<file path="src/rtl/uxrx_pkg.sv">
// uxrx_pkg: shared constants for the UxRX serial receiver.
//   - uxrx_state_e : receiver FSM state encoding
//   - MIN_LOAD     : smallest auto-baud count accepted into the baud register
// Build option: UXRX_PARITY_EN adds the PAR state (even-parity bit after DATA).
package uxrx_pkg;

    localparam int MIN_LOAD = 32;

`ifdef UXRX_PARITY_EN
    typedef enum logic [2:0] {
        ST_IDLE  = 3'd0,
        ST_START = 3'd1,
        ST_DATA  = 3'd2,
        ST_STOP  = 3'd3,
        ST_PAR   = 3'd4
    } uxrx_state_e;
`else
    typedef enum logic [1:0] {
        ST_IDLE  = 2'd0,
        ST_START = 2'd1,
        ST_DATA  = 2'd2,
        ST_STOP  = 2'd3
    } uxrx_state_e;
`endif

endpackage

</file>
<file path="src/rtl/uxrx_sync.sv">
// uxrx_sync: 2-flop synchronizer for the serial line plus falling-edge detect.
// Ports:
//   clk      in   system clock
//   rst      in   synchronous active-high reset (flops reset to idle-high)
//   rx_async in   raw serial line
//   rx_sync  out  synchronized line level
//   rx_fall  out  one-cycle strobe on a synchronized 1->0 transition
module uxrx_sync (
    input  logic clk,
    input  logic rst,
    input  logic rx_async,
    output logic rx_sync,
    output logic rx_fall
);

    logic rx_meta;
    logic rx_dly;

    always_ff @(posedge clk) begin
        if (rst) begin
            rx_meta <= 1'b1;
            rx_sync <= 1'b1;
            rx_dly  <= 1'b1;
        end else begin
            rx_meta <= rx_async;
            rx_sync <= rx_meta;
            rx_dly  <= rx_sync;
        end
    end

    assign rx_fall = rx_dly & ~rx_sync;

endmodule

</file>
<file path="src/rtl/uxrx_receiver.sv">
// uxrx_receiver: 8N1 serial receiver timed from an auto-baud measured count.
// Ports:
//   clk, rst        clock, synchronous active-high reset
//   UxRX            serial line (async, idle high)
//   ABAUD           auto-baud active; receiver forced idle
//   ldReg, brgCnt   load strobe and measured 8-bit-time count
//   rxData, rxValid received byte and unread flag; rxRd clears rxValid
//   UxRXIF          one-cycle pulse when rxData is written
//   FERR, OERR      sticky framing / overrun flags
//   PERR            sticky parity flag (only with UXRX_PARITY_EN)
// Build option: UXRX_PARITY_EN inserts an even-parity bit after the data.
//
// state   | meaning
// --------+---------------------------------------------------------
// IDLE    | waiting for a start edge (or for line high after FERR)
// START   | half-bit wait, then confirm start bit is still low
// DATA    | sampling 8 data bits, LSB first, one per bit time
// PAR     | sampling the even-parity bit (parity build only)
// STOP    | sampling the stop bit, then deliver or flag the byte
module uxrx_receiver
    import uxrx_pkg::*;
#(
    parameter int               CNT_W   = 16,
    parameter logic [CNT_W-1:0] DEF_BRG = CNT_W'(16'd6944)
) (
    input  logic             clk,
    input  logic             rst,
    input  logic             UxRX,
    input  logic             ABAUD,
    input  logic             ldReg,
    input  logic [CNT_W-1:0] brgCnt,
    output logic [7:0]       rxData,
    output logic             rxValid,
    input  logic             rxRd,
    output logic             UxRXIF,
    output logic             FERR,
    output logic             OERR
`ifdef UXRX_PARITY_EN
    ,
    output logic             PERR
`endif
);

    localparam logic [CNT_W-1:0] MIN_LD = CNT_W'(MIN_LOAD);

    logic             rx_s;
    logic             rx_fall;
    logic [CNT_W-1:0] brg_reg;

    uxrx_state_e      state, state_n;
    logic [CNT_W-1:0] timer, timer_n;
    logic [CNT_W-1:0] frame_bit_t, frame_bit_t_n;
    logic [7:0]       shift, shift_n;
    logic [2:0]       bit_cnt, bit_cnt_n;
    logic             wait_high, wait_high_n;
    logic [7:0]       data_n;
    logic             valid_n, if_n, ferr_n, oerr_n;
    logic             tc;
`ifdef UXRX_PARITY_EN
    logic             perr_n;
`endif

    uxrx_sync u_sync (
        .clk      (clk),
        .rst      (rst),
        .rx_async (UxRX),
        .rx_sync  (rx_s),
        .rx_fall  (rx_fall)
    );

    // The baud register may change at any time; a frame in flight keeps the
    // bit time captured when it left IDLE.
    always_ff @(posedge clk) begin
        if (rst) begin
            brg_reg <= DEF_BRG;
        end else if (ldReg && (brgCnt >= MIN_LD)) begin
            brg_reg <= brgCnt;
        end
    end

    always_ff @(posedge clk) begin
        if (rst) begin
            state       <= ST_IDLE;
            timer       <= '0;
            frame_bit_t <= '0;
            shift       <= '0;
            bit_cnt     <= '0;
            wait_high   <= 1'b0;
            rxData      <= '0;
            rxValid     <= 1'b0;
            UxRXIF      <= 1'b0;
            FERR        <= 1'b0;
            OERR        <= 1'b0;
`ifdef UXRX_PARITY_EN
            PERR        <= 1'b0;
`endif
        end else begin
            state       <= state_n;
            timer       <= timer_n;
            frame_bit_t <= frame_bit_t_n;
            shift       <= shift_n;
            bit_cnt     <= bit_cnt_n;
            wait_high   <= wait_high_n;
            rxData      <= data_n;
            rxValid     <= valid_n;
            UxRXIF      <= if_n;
            FERR        <= ferr_n;
            OERR        <= oerr_n;
`ifdef UXRX_PARITY_EN
            PERR        <= perr_n;
`endif
        end
    end

    // Terminal count: a load of N expires N cycles later.
    assign tc = (timer <= CNT_W'(1));

    always_comb begin
        state_n       = state;
        timer_n       = (timer != '0) ? timer - CNT_W'(1) : timer;
        frame_bit_t_n = frame_bit_t;
        shift_n       = shift;
        bit_cnt_n     = bit_cnt;
        wait_high_n   = wait_high;
        data_n        = rxData;
        valid_n       = rxRd ? 1'b0 : rxValid;
        if_n          = 1'b0;
        ferr_n        = FERR;
        oerr_n        = OERR;
`ifdef UXRX_PARITY_EN
        perr_n        = PERR;
`endif

        if (ABAUD) begin
            state_n = ST_IDLE;
        end else begin
            case (state)
                ST_IDLE: begin
                    if (wait_high) begin
                        if (rx_s) begin
                            wait_high_n = 1'b0;
                        end
                    end else if (rx_fall) begin
                        state_n       = ST_START;
                        timer_n       = brg_reg >> 4;
                        frame_bit_t_n = brg_reg >> 3;
                        bit_cnt_n     = '0;
                    end
                end
                ST_START: begin
                    if (tc) begin
                        if (!rx_s) begin
                            state_n = ST_DATA;
                            timer_n = frame_bit_t;
                        end else begin
                            state_n = ST_IDLE;
                        end
                    end
                end
                ST_DATA: begin
                    if (tc) begin
                        shift_n   = {rx_s, shift[7:1]};
                        bit_cnt_n = bit_cnt + 3'd1;
                        timer_n   = frame_bit_t;
                        if (bit_cnt == 3'd7) begin
`ifdef UXRX_PARITY_EN
                            state_n = ST_PAR;
`else
                            state_n = ST_STOP;
`endif
                        end
                    end
                end
`ifdef UXRX_PARITY_EN
                ST_PAR: begin
                    if (tc) begin
                        if (^{shift, rx_s}) begin
                            perr_n = 1'b1;
                        end
                        state_n = ST_STOP;
                        timer_n = frame_bit_t;
                    end
                end
`endif
                ST_STOP: begin
                    if (tc) begin
                        state_n = ST_IDLE;
                        if (rx_s) begin
                            // A read in the completing cycle frees the buffer,
                            // so the new byte wins over the clear.
                            if (rxValid && !rxRd) begin
                                oerr_n = 1'b1;
                            end else begin
                                data_n  = shift;
                                valid_n = 1'b1;
                                if_n    = 1'b1;
                            end
                        end else begin
                            ferr_n      = 1'b1;
                            wait_high_n = 1'b1;
                        end
                    end
                end
                default: begin
                    state_n = ST_IDLE;
                end
            endcase
        end
    end

endmodule

</file>
<file path="config.mk">
export PLATFORM = sky130hd
export DESIGN_NAME = uxrx_receiver
export DESIGN_NICKNAME = d
export VERILOG_FILES = /design/src/rtl/uxrx_pkg.sv /design/src/rtl/uxrx_sync.sv /design/src/rtl/uxrx_receiver.sv
export SDC_FILE = /design/constraint.sdc
export NUM_CORES = 1
export LEC_CHECK = 0
export ABC_CLOCK_PERIOD_IN_PS = 3200
export BUFFER_PORTS_ARGS = -buffer_cell sky130_fd_sc_hd__buf_2
export CORE_MARGIN = 5
export CORE_UTILIZATION = 49
export DETAILED_ROUTE_END_ITERATION = 8
export MAX_ROUTING_LAYER = met4
export PLACE_DENSITY = 0.77
export SYNTH_ARGS = -nofsm -noshare
export SYNTH_HDL_FRONTEND = slang
export SYNTH_SLANG_ARGS = --single-unit
</file>
<file path="constraint.sdc">
create_clock -name clk -period 3.2 [get_ports clk]
set_clock_uncertainty 0.1 [all_clocks]
set_input_delay 0.64 -clock clk [delete_from_list [all_inputs] [get_ports clk]]
set_output_delay 0.64 -clock clk [all_outputs]
set_load 0.02 [all_outputs]
</file>
==> flow_summary.yaml, run 1 <==
layout:
  nets: 441
  final_cell_mix: "dfxtp_1, nand2_1, a21oi_1"
  diodes: 0
  layout_commonest_cell: "dfxtp_1"
  fill_cells: 584
  post-route-util_pct: 57.1
  syn_to_final_growth_pct: 12.4
  stdcell_count: 496
  seqCellArea_sq_um: 1420
  multi_input_area_sq_um: 1670
  final_area_sq_um: 3670
  drive_above_1_share_pct: 15.3
  largest_reg_flops: 16
grt:
  grt_pass1_vias: 2771
  grt_use_total_pct: 20.0
  grt_max_degree: 30
  antenna_found_initial: 0
  grt_remaining_overflow: 0
  grt_pass1_wl_um: 13300
routing:
  drt-vias-per-instance: 6.05
  post_drt_wl_per_cell_um: 15.9
  route.detailed.drc: 0
  vias: 3002
  postRouteAntennaNets: 0
  first_pass_iters: 7
  drtIter0Drc: 290
  drt_wl_total_um: 7880
yosys:
  yosysTopAreaCell: "dfxtp_1"
  syn_area_per_cell_sq_um: 8.30
  syn_inst: 393
  synthesis.area_sq_um: 3260
  yosys_warnings: 0
  syn_nets: 420
  synth-edff-count: 0
  ys.flop_type: "dfxtp_1"
  async_flop_share_pct: 0
  synth.area.top_cells: "dfxtp_1, a21oi_1, nand2_1"
  ys_ff_latch: 71
  synthDistinctLibCells: 47
  yosysTopAreaCellShare_pct: 43.6
  ys_seq_area_share_pct: 43.6
power_and_ir_drop:
  clkPwrFrac_pct: 24.7
  seqPwrFrac_pct: 35.7
  total_power_w: 0.00311
  power_frac_comb_pct: 39.6
  p_switching_w: 0.00121
  vdd_drop_max_mv: 0.382
  p_int_w: 0.00190
  powerDensity_nw_per_um2: 847
  leakagePower_nw: 1.37
  netSwitchingFraction_pct: 39.0
timing:
  slew_headroom_pct: 49.6
  fin_setup_tns_ns: 0
  max_freq_mhz: 389
  final-hold-violation-count: 0
  slew_violations: 0
  setup_viol: 0
  rsz0062_at_grt: "no"
  worstMarginPinSlew_ns: 0.750
  fin_crit_ns: 2.57
  period_share_pct: 80.4
setup_path:
  critPathLaunch: "timer[0]"
  cp-end-kind: "register"
  r2r_start: "timer[0]"
  cp.arrival_ns: 2.75
  critPathKind: "register to register"
  path_max_fanout: 10
  worstPathRequired_ns: 3.37
  critPathLaunchType: "register"
  rrSetupSlack_ns: 0.63
run_status:
  status: "finished clean"
floorplan:
  num_io_pins: 34
  dieArea_sq_um: 8390
  initial_core_util_pct: 50.8
  core_sq_um: 6420
  row_count: 29
  die_h_um: 91.6
  die_w_um: 91.6
cts:
  cts-buffers-inserted: 9
  cts_resized: 0
  worstSkewPairLatency_ns: 0.35
  clk_pin_slew_ns: 0.07
  cts_tree: "built"
  cts_root_buffer: "clkbuf_8"
  h-tree-depth: 3
  cts.sinks: 71
  postCtsSetupBuffers: 0
  clock_path_buffers: 2
  hold_buffers: 0
place:
  placed_cell_area_sq_um: 3460
  place_inst: 480
  gp_congestion: 0.918
  dp.final_hpwl_um: 5290
  port_buffers: 30
run:
  maxCapViolCount: 0
worst_hold_path:
  hold_path.class: "register to register"
  hp-start: "u_sync.rx_meta"
## path summary, 6_finish.rpt
| check | endpoint | cells after the start |
|---|---|---|
| worst max register to register | timer[0] | 8 |
| worst min-delay path | u_sync.rx_sync | 1 |
| worst min register to register | u_sync.rx_sync | 1 |
| worst max-delay path | timer[0] | 8 |
## power by group through the flow
stage | clock, W | sequential [W] | combinational (W)
3_5_place_dp | 0 | 0.00112 | 0.00119
6_report | 0.000767 | 0.00111 | 0.00123
5_1_grt | 0.000814 | 0.00113 | 0.00137
2_1_floorplan | 0 | 0.00109 | 0.00102
4_1_cts | 0.000772 | 0.00111 | 0.00121
3_3_place_gp | 0 | 0.00112 | 0.00116
## critical path: stages, from the launching register on
cell and delay [ns]:
dfxtp_1 0.35, inv_1 0.09, ha_1 0.16, or4b_2 0.60
nor3_1 0.46, buf_4 0.26, and4_1 0.22, o22ai_1 0.09
o211ai_1 0.16
## metal layers
metal | up-vias | wire length, um | global-route usage, %
met5 | - | 0 | -
met4 | 0 | 126 | 7.54
met3 | 15 | 402 | 3.64
met2 | 94 | 3740 | 30.1
met1 | 1413 | 3610 | 26.6
li1 | 1480 | - | -
## cell type report
| type | count | share of cell area [%] |
|---|---|---|
| Inverter | 10 | 1.02 |
| Tap cell | 77 | 2.63 |
| Clock inverter | 4 | 1.91 |
| Clock buffer | 12 | 3.68 |
| Timing Repair Buffer | 41 | 6.35 |
| Multi-Input combinational cell | 281 | 45.7 |
| Sequential cell | 71 | 38.8 |
## Yosys cell counts (6+ instances only)
| cell | number |
|---|---|
| nor4_1 | 13 |
| a22oi_1 | 11 |
| o21ai_1 | 10 |
| nor3_1 | 9 |
| xnor2_1 | 9 |
| clkbuf_1 | 24 |
| a21oi_1 | 42 |
| nand3_1 | 21 |
| mux2i_1 | 8 |
| nor2_1 | 17 |
| nand4_1 | 6 |
| o22ai_1 | 12 |
| a31oi_1 | 9 |
| nand2_1 | 45 |
| inv_1 | 10 |
| o21ai_0 | 11 |
| dfxtp_1 | 71 |
| nand2b_1 | 6 |
## per-stage QoR
| step | setup WS (ns) | hold WS [ns] |
|---|---|---|
| final | 0.627 | 0.313 |
| after global placement | 0.696 | 0.292 |
| after detailed placement | 0.657 | 0.302 |
| after CTS | 0.635 | 0.318 |
| after floorplan | 0.699 | 0.289 |
| after global routing | 0.446 | 0.330 |
## kinds of logic after synthesis
group	Yosys count	synth area share, %
simple gates	147	23.7
flops	71	43.6
fa+ha+maj	5	1.92
compound gates	111	20.2
mux	8	2.45
xor+xnor	10	2.68
buf+inv	41	5.56
(Power assumes the default switching activity.)
==> run 2: changes to the inputs <==
--- a/config.mk
+++ b/config.mk
@@ -5,7 +5,7 @@
 export SDC_FILE = /design/constraint.sdc
 export NUM_CORES = 1
 export LEC_CHECK = 0
-export ABC_CLOCK_PERIOD_IN_PS = 3200
+export ABC_CLOCK_PERIOD_IN_PS = 2500
 export BUFFER_PORTS_ARGS = -buffer_cell sky130_fd_sc_hd__buf_2
 export CORE_MARGIN = 5
 export CORE_UTILIZATION = 49
==> constraint.sdc (replaced) <==
create_clock -name clk -period 2.5 [get_ports clk]
set_clock_uncertainty 0.1 [all_clocks]
set_input_delay 0.5 -clock clk [delete_from_list [all_inputs] [get_ports clk]]
set_output_delay 0.5 -clock clk [all_outputs]
set_load 0.02 [all_outputs]
==> run 2 against run 1 <==
Against the previous run:
- non-clock buffer count grew 11
- first-iteration DRC count shrank 14%
- worst setup slack lost 0.44 ns
- global-route usage grew 0.73 points
- count of clock-buffer cells in the layout shrank 2
- via count grew 0.97%
- critical endpoint is now wait_high
- largest cell class unchanged
==> flow_summary.yaml, run 2 (synthesis results as in run 1) <==
run_status:
  status: "finished clean"
grt:
  grt_remaining_overflow: 0
  antenna_found_initial: 0
  grt_use_total_pct: 20.7
  grt_max_degree: 24
  met3_usage_pct: 3.97
  met2_usage_pct: 31.8
  grt_pass1_wl_um: 13800
  use_met1_pct: 27.1
  busiest_layer: "met2"
  grt_pass1_vias: 2902
setup_path:
  cp_common_cell: "buf_4"
  slowest_delay_ns: 0.52
  cp.arrival_ns: 2.48
  critPathLaunch: "timer[10]"
  cp_top_family: "simple AND/OR/NAND/NOR gates"
  cp-end-kind: "register"
  crit_path_top_delay_cell: "or4_1"
  r2r_start: "timer[10]"
  cp.buffers_inverters: 2
  crit_chain: "or2_1 > or4_1 > buf_4 > nor4_4 > buf_4 > a31oi_1 > nor3_1"
  critPathKind: "register to register"
  path_max_fanout: 18
  worstPathRequired_ns: 2.67
  critPathLaunchType: "register"
cts:
  cts.sinks: 71
  cts_root_buffer: "clkbuf_8"
  h-tree-depth: 3
  worstSkewPairLatency_ns: 0.35
  clk_pin_slew_ns: 0.08
  clock_path_buffers: 2
  cts-buffers-inserted: 9
  hold_buffers: 0
  cts_tree: "built"
routing:
  drt_wl_total_um: 7840
  route.detailed.drc: 0
  postRouteAntennaNets: 0
  drt-vias-per-instance: 5.98
  drtIter0Drc: 250
  first_pass_iters: 5
  vias: 3031
  post_drt_wl_per_cell_um: 15.5
place:
  gp_congestion: 0.897
  dp.final_hpwl_um: 5450
  port_buffers: 30
worst_hold_path:
  hold_path.class: "input port to register"
  hp-start: "UxRX"
layout:
  drive_above_1_share_pct: 18.8
  largest_reg_flops: 16
  layout_commonest_cell: "dfxtp_1"
  post-route-util_pct: 58.8
  nets: 452
  syn_to_final_growth_pct: 15.7
  fill_cells: 560
  final_cell_mix: "dfxtp_1, nand2_1, a21oi_1"
  diodes: 0
timing:
  fin_crit_ns: 2.31
  rsz0062_at_grt: "no"
  worstMarginPinSlew_ns: 0.522
  max_freq_mhz: 432
  fin_setup_tns_ns: 0
  slew_headroom_pct: 65.1
  setup_viol: 0
  final-hold-violation-count: 0
  slew_violations: 0
  period_share_pct: 92.6
power_and_ir_drop:
  leakagePower_nw: 1.43
  powerDensity_nw_per_um2: 1130
  vdd_drop_max_mv: 0.520
floorplan:
  die_w_um: 91.6
  row_count: 29
  num_io_pins: 34
  die_h_um: 91.6
  dieArea_sq_um: 8390
  initial_core_util_pct: 50.8
  core_sq_um: 6420
run:
  maxCapViolCount: 0
-- run 2: cell types whose count changed in the layout (fill, tap and decap cells not counted) --
cell        before  now
clkbuf_1         3    1
clkinvlp_4       0    2
nor3_1           9    7
nor4b_1          2    1
nor3_2           0    2
buf_4           11   22
nor2_1          17   16
nor2_2           0    1
nor4b_2          0    1
-- run 2: power breakdown --
part           internal (W)  total, W  switching, W
sequential          0.00127   0.00142      0.000148
combinational      0.000815   0.00186       0.00104
clock              0.000558  0.000992      0.000434
total               0.00264   0.00426       0.00162
-- run 2: metal layers --
| metal | share of wire [%] | vias up |
|---|---|---|
| li1 | - | 1495 |
| met1 | 46 | 1429 |
| met2 | 47 | 95 |
| met3 | 5.3 | 12 |
| met4 | 1.3 | 0 |
| met5 | 0 | - |
-- run 2: stage by stage --
step / cells / setup slack (ns) / area, sq um / total power, W / hold WS (ns)
after CTS: 507 / 0.122 / 3760 / 0.00421 / 0.235
after global routing: 507 / 0.0356 / 3780 / 0.00456 / 0.249
after floorplan: 393 / 0.0598 / 3260 / 0.00270 / 0.289
final: 507 / 0.185 / 3780 / 0.00426 / 0.232
after detailed placement: 491 / 0.144 / 3540 / 0.00322 / 0.301
after global placement: 491 / 0.265 / 3540 / 0.00317 / 0.295
-- run 2: path summary, 6_finish.rpt --
check                   end  slack, ns  depth (start not counted)
max               wait_high       0.19                          7
min          u_sync.rx_meta       0.23                          2
max reg2reg       wait_high       0.19                          7
min reg2reg  u_sync.rx_sync       0.32                          1
-- run 2: what timing repair did --
action	CTS	global route
hold endpoints to repair	0	0
gates resized for setup	0	4
setup endpoints to repair	0	2
setup buffers	0	0
-- run 2: final cells by class --
| class | count | area (sq um) | area share (%) |
|---|---|---|---|
| clock buffer | 10 | 128 | 3.38 |
| clock inverter | 6 | 85.1 | 2.25 |
| inverter | 10 | 37.5 | 0.994 |
| multi-input combinational | 281 | 1690 | 44.8 |
| sequential | 71 | 1420 | 37.6 |
| tap | 77 | 96.3 | 2.55 |
| timing repair buffer | 52 | 315 | 8.35 |
==> run 3: changes to the inputs <==
--- a/config.mk
+++ b/config.mk
@@ -7,9 +7,11 @@
 export LEC_CHECK = 0
 export ABC_CLOCK_PERIOD_IN_PS = 2500
 export BUFFER_PORTS_ARGS = -buffer_cell sky130_fd_sc_hd__buf_2
+export CORE_ASPECT_RATIO = 0.7
 export CORE_MARGIN = 5
 export CORE_UTILIZATION = 49
 export DETAILED_ROUTE_END_ITERATION = 8
+export HOLD_SLACK_MARGIN = 0.02
 export MAX_ROUTING_LAYER = met4
 export PLACE_DENSITY = 0.77
 export SYNTH_ARGS = -nofsm -noshare
==> constraint.sdc (replaced) <==
create_clock -name clk -period 2.5 [get_ports clk]
set_clock_uncertainty 0.1 [all_clocks]
set_input_delay 0.5 -clock clk [delete_from_list [all_inputs] [get_ports clk]]
set_output_delay 0.5 -clock clk [all_outputs]
set_load 0.05 [all_outputs]
==> run 3 against run 2 <==
Against the previous run:
- wire length is 3.9% higher
- final cell count is 2.6% higher
- die area is 0.31% higher
- global-route usage is 0.15 points higher
- non-clock buffer count is 1 lower
- worst setup slack worse by 0.060 ns
- first-iteration DRC count is 23% higher
- highest routed layer unchanged
==> flow_summary.yaml, run 3 (synthesis results as in run 1) <==
layout:
  final_cell_mix: "dfxtp_1, nand2_1, a21oi_1"
  syn_to_final_growth_pct: 15.4
  nets: 451
  diodes: 0
  multi_input_area_sq_um: 1680
  largest_reg_flops: 16
  drive_above_1_share_pct: 18.2
  seqCellArea_sq_um: 1420
  stdcell_count: 520
  fill_cells: 577
  layout_commonest_cell: "dfxtp_1"
grt:
  grt_pass1_vias: 2757
  grt_max_degree: 22
  grt_remaining_overflow: 0
  grt_use_total_pct: 20.8
  antenna_found_initial: 0
  grt_pass1_wl_um: 13800
cts:
  clock_path_buffers: 2
  worstSkewPairLatency_ns: 0.35
  postCtsSetupBuffers: 0
  h-tree-depth: 3
  clk_pin_slew_ns: 0.08
  cts.sinks: 71
  cts_root_buffer: "clkbuf_8"
  cts_tree: "built"
  cts-buffers-inserted: 9
worst_hold_path:
  whs_path_depth: 2
  hp-start: "UxRX"
  min_to: "u_sync.rx_meta"
  hold_path.class: "input port to register"
floorplan:
  dieArea_sq_um: 8420
  die_h_um: 78.3
  initial_core_util_pct: 51.5
  die_w_um: 108
  row_count: 24
  core_sq_um: 6340
  num_io_pins: 34
timing:
  fin_setup_tns_ns: 0
  fin_crit_ns: 2.37
  fin_ws_ns: 0.125
  worstMarginPinSlew_ns: 0.474
  slew_headroom_pct: 67.6
  period_share_pct: 95.0
  setup_viol: 0
  max_freq_mhz: 421
  final-hold-violation-count: 0
  rsz0062_at_grt: "no"
  slew_violations: 0
setup_path:
  critPathKind: "register to register"
  critPathLaunch: "timer[9]"
  cp-end-kind: "register"
  rrSetupSlack_ns: 0.13
  r2r_cells: 7
  rr_endpoint: "timer[10]"
  critPathLaunchType: "register"
  path_max_fanout: 11
  r2r_start: "timer[9]"
  cp.arrival_ns: 2.55
  worstPathRequired_ns: 2.67
routing:
  drt_wl_total_um: 8150
  drt-vias-per-instance: 5.85
  drtIter0Drc: 308
  postRouteAntennaNets: 0
  first_pass_iters: 5
  post_drt_wl_per_cell_um: 15.7
  vias: 3040
  route.detailed.drc: 0
place:
  dp.final_hpwl_um: 5840
  place_inst: 504
  gp_congestion: 0.862
  port_buffers: 30
  dp_slack_ns: 0.132
power_and_ir_drop:
  leakagePower_nw: 1.41
  vdd_drop_max_mv: 0.476
  powerDensity_nw_per_um2: 1090
run_status:
  status: "finished clean"
run:
  maxCapViolCount: 0
## run 3: timing repair
item | in CTS | in global routing
gates resized for setup | 0 | 2
endpoints found under the hold margin | 0 | 0
hold buffers | 0 | 0
endpoints found under the setup margin | 0 | 5
## run 3: final cells by class
class / count / share of cell area [%]
multi-input combinational: 281 / 44.6
sequential: 71 / 37.8
timing repair buffer: 51 / 8.61
clock buffer: 10 / 3.66
tap: 91 / 3.02
clock inverter: 6 / 1.36
inverter: 10 / 0.997
## run 3: worst max-delay path: stages (launching register included)
cell     delay (ns)
dfxtp_1        0.37
or2_1          0.30
or4_1          0.52
buf_4          0.20
nor4_1         0.27
buf_4          0.23
a22oi_1        0.15
o22ai_1        0.17
## run 3: per-layer routing
metal / up-vias / wire, um / global-route usage (%)
li1: 1498 / - / -
met1: 1434 / 4050 / 31.7
met2: 103 / 3420 / 27.9
met3: 5 / 631 / 5.08
met4: 0 / 48 / 3.78
met5: - / 0 / -
## run 3: power breakdown
part	internal (W)	total [W]	switching (W)	leakage (nW)
clock	0.000401	0.000860	0.000460	0.0939
sequential	0.00127	0.00142	0.000156	0.578
combinational	0.000783	0.00181	0.00103	0.742
## run 3: how the worst max path moves through the flow
stage,to,slack (ns)
CTS,timer[0],0.04
global placement,rxData[5],0.23
detailed placement,timer[0],0.13
finish,timer[10],0.13
floorplan,rxData[0],0.06
global route,timer[0],0.01
## run 3: per-stage QoR
stage | util, % | power (W) | area (sq um) | hold WS (ns)
after detailed placement | 56.3 | 0.00318 | 3570 | 0.305
final | 59.4 | 0.00410 | 3760 | 0.238
after CTS | 59.3 | 0.00406 | 3760 | 0.226
after global placement | 56.3 | 0.00313 | 3570 | 0.293
after floorplan | - | 0.00270 | 3260 | 0.289
after global routing | 59.4 | 0.00437 | 3760 | 0.223
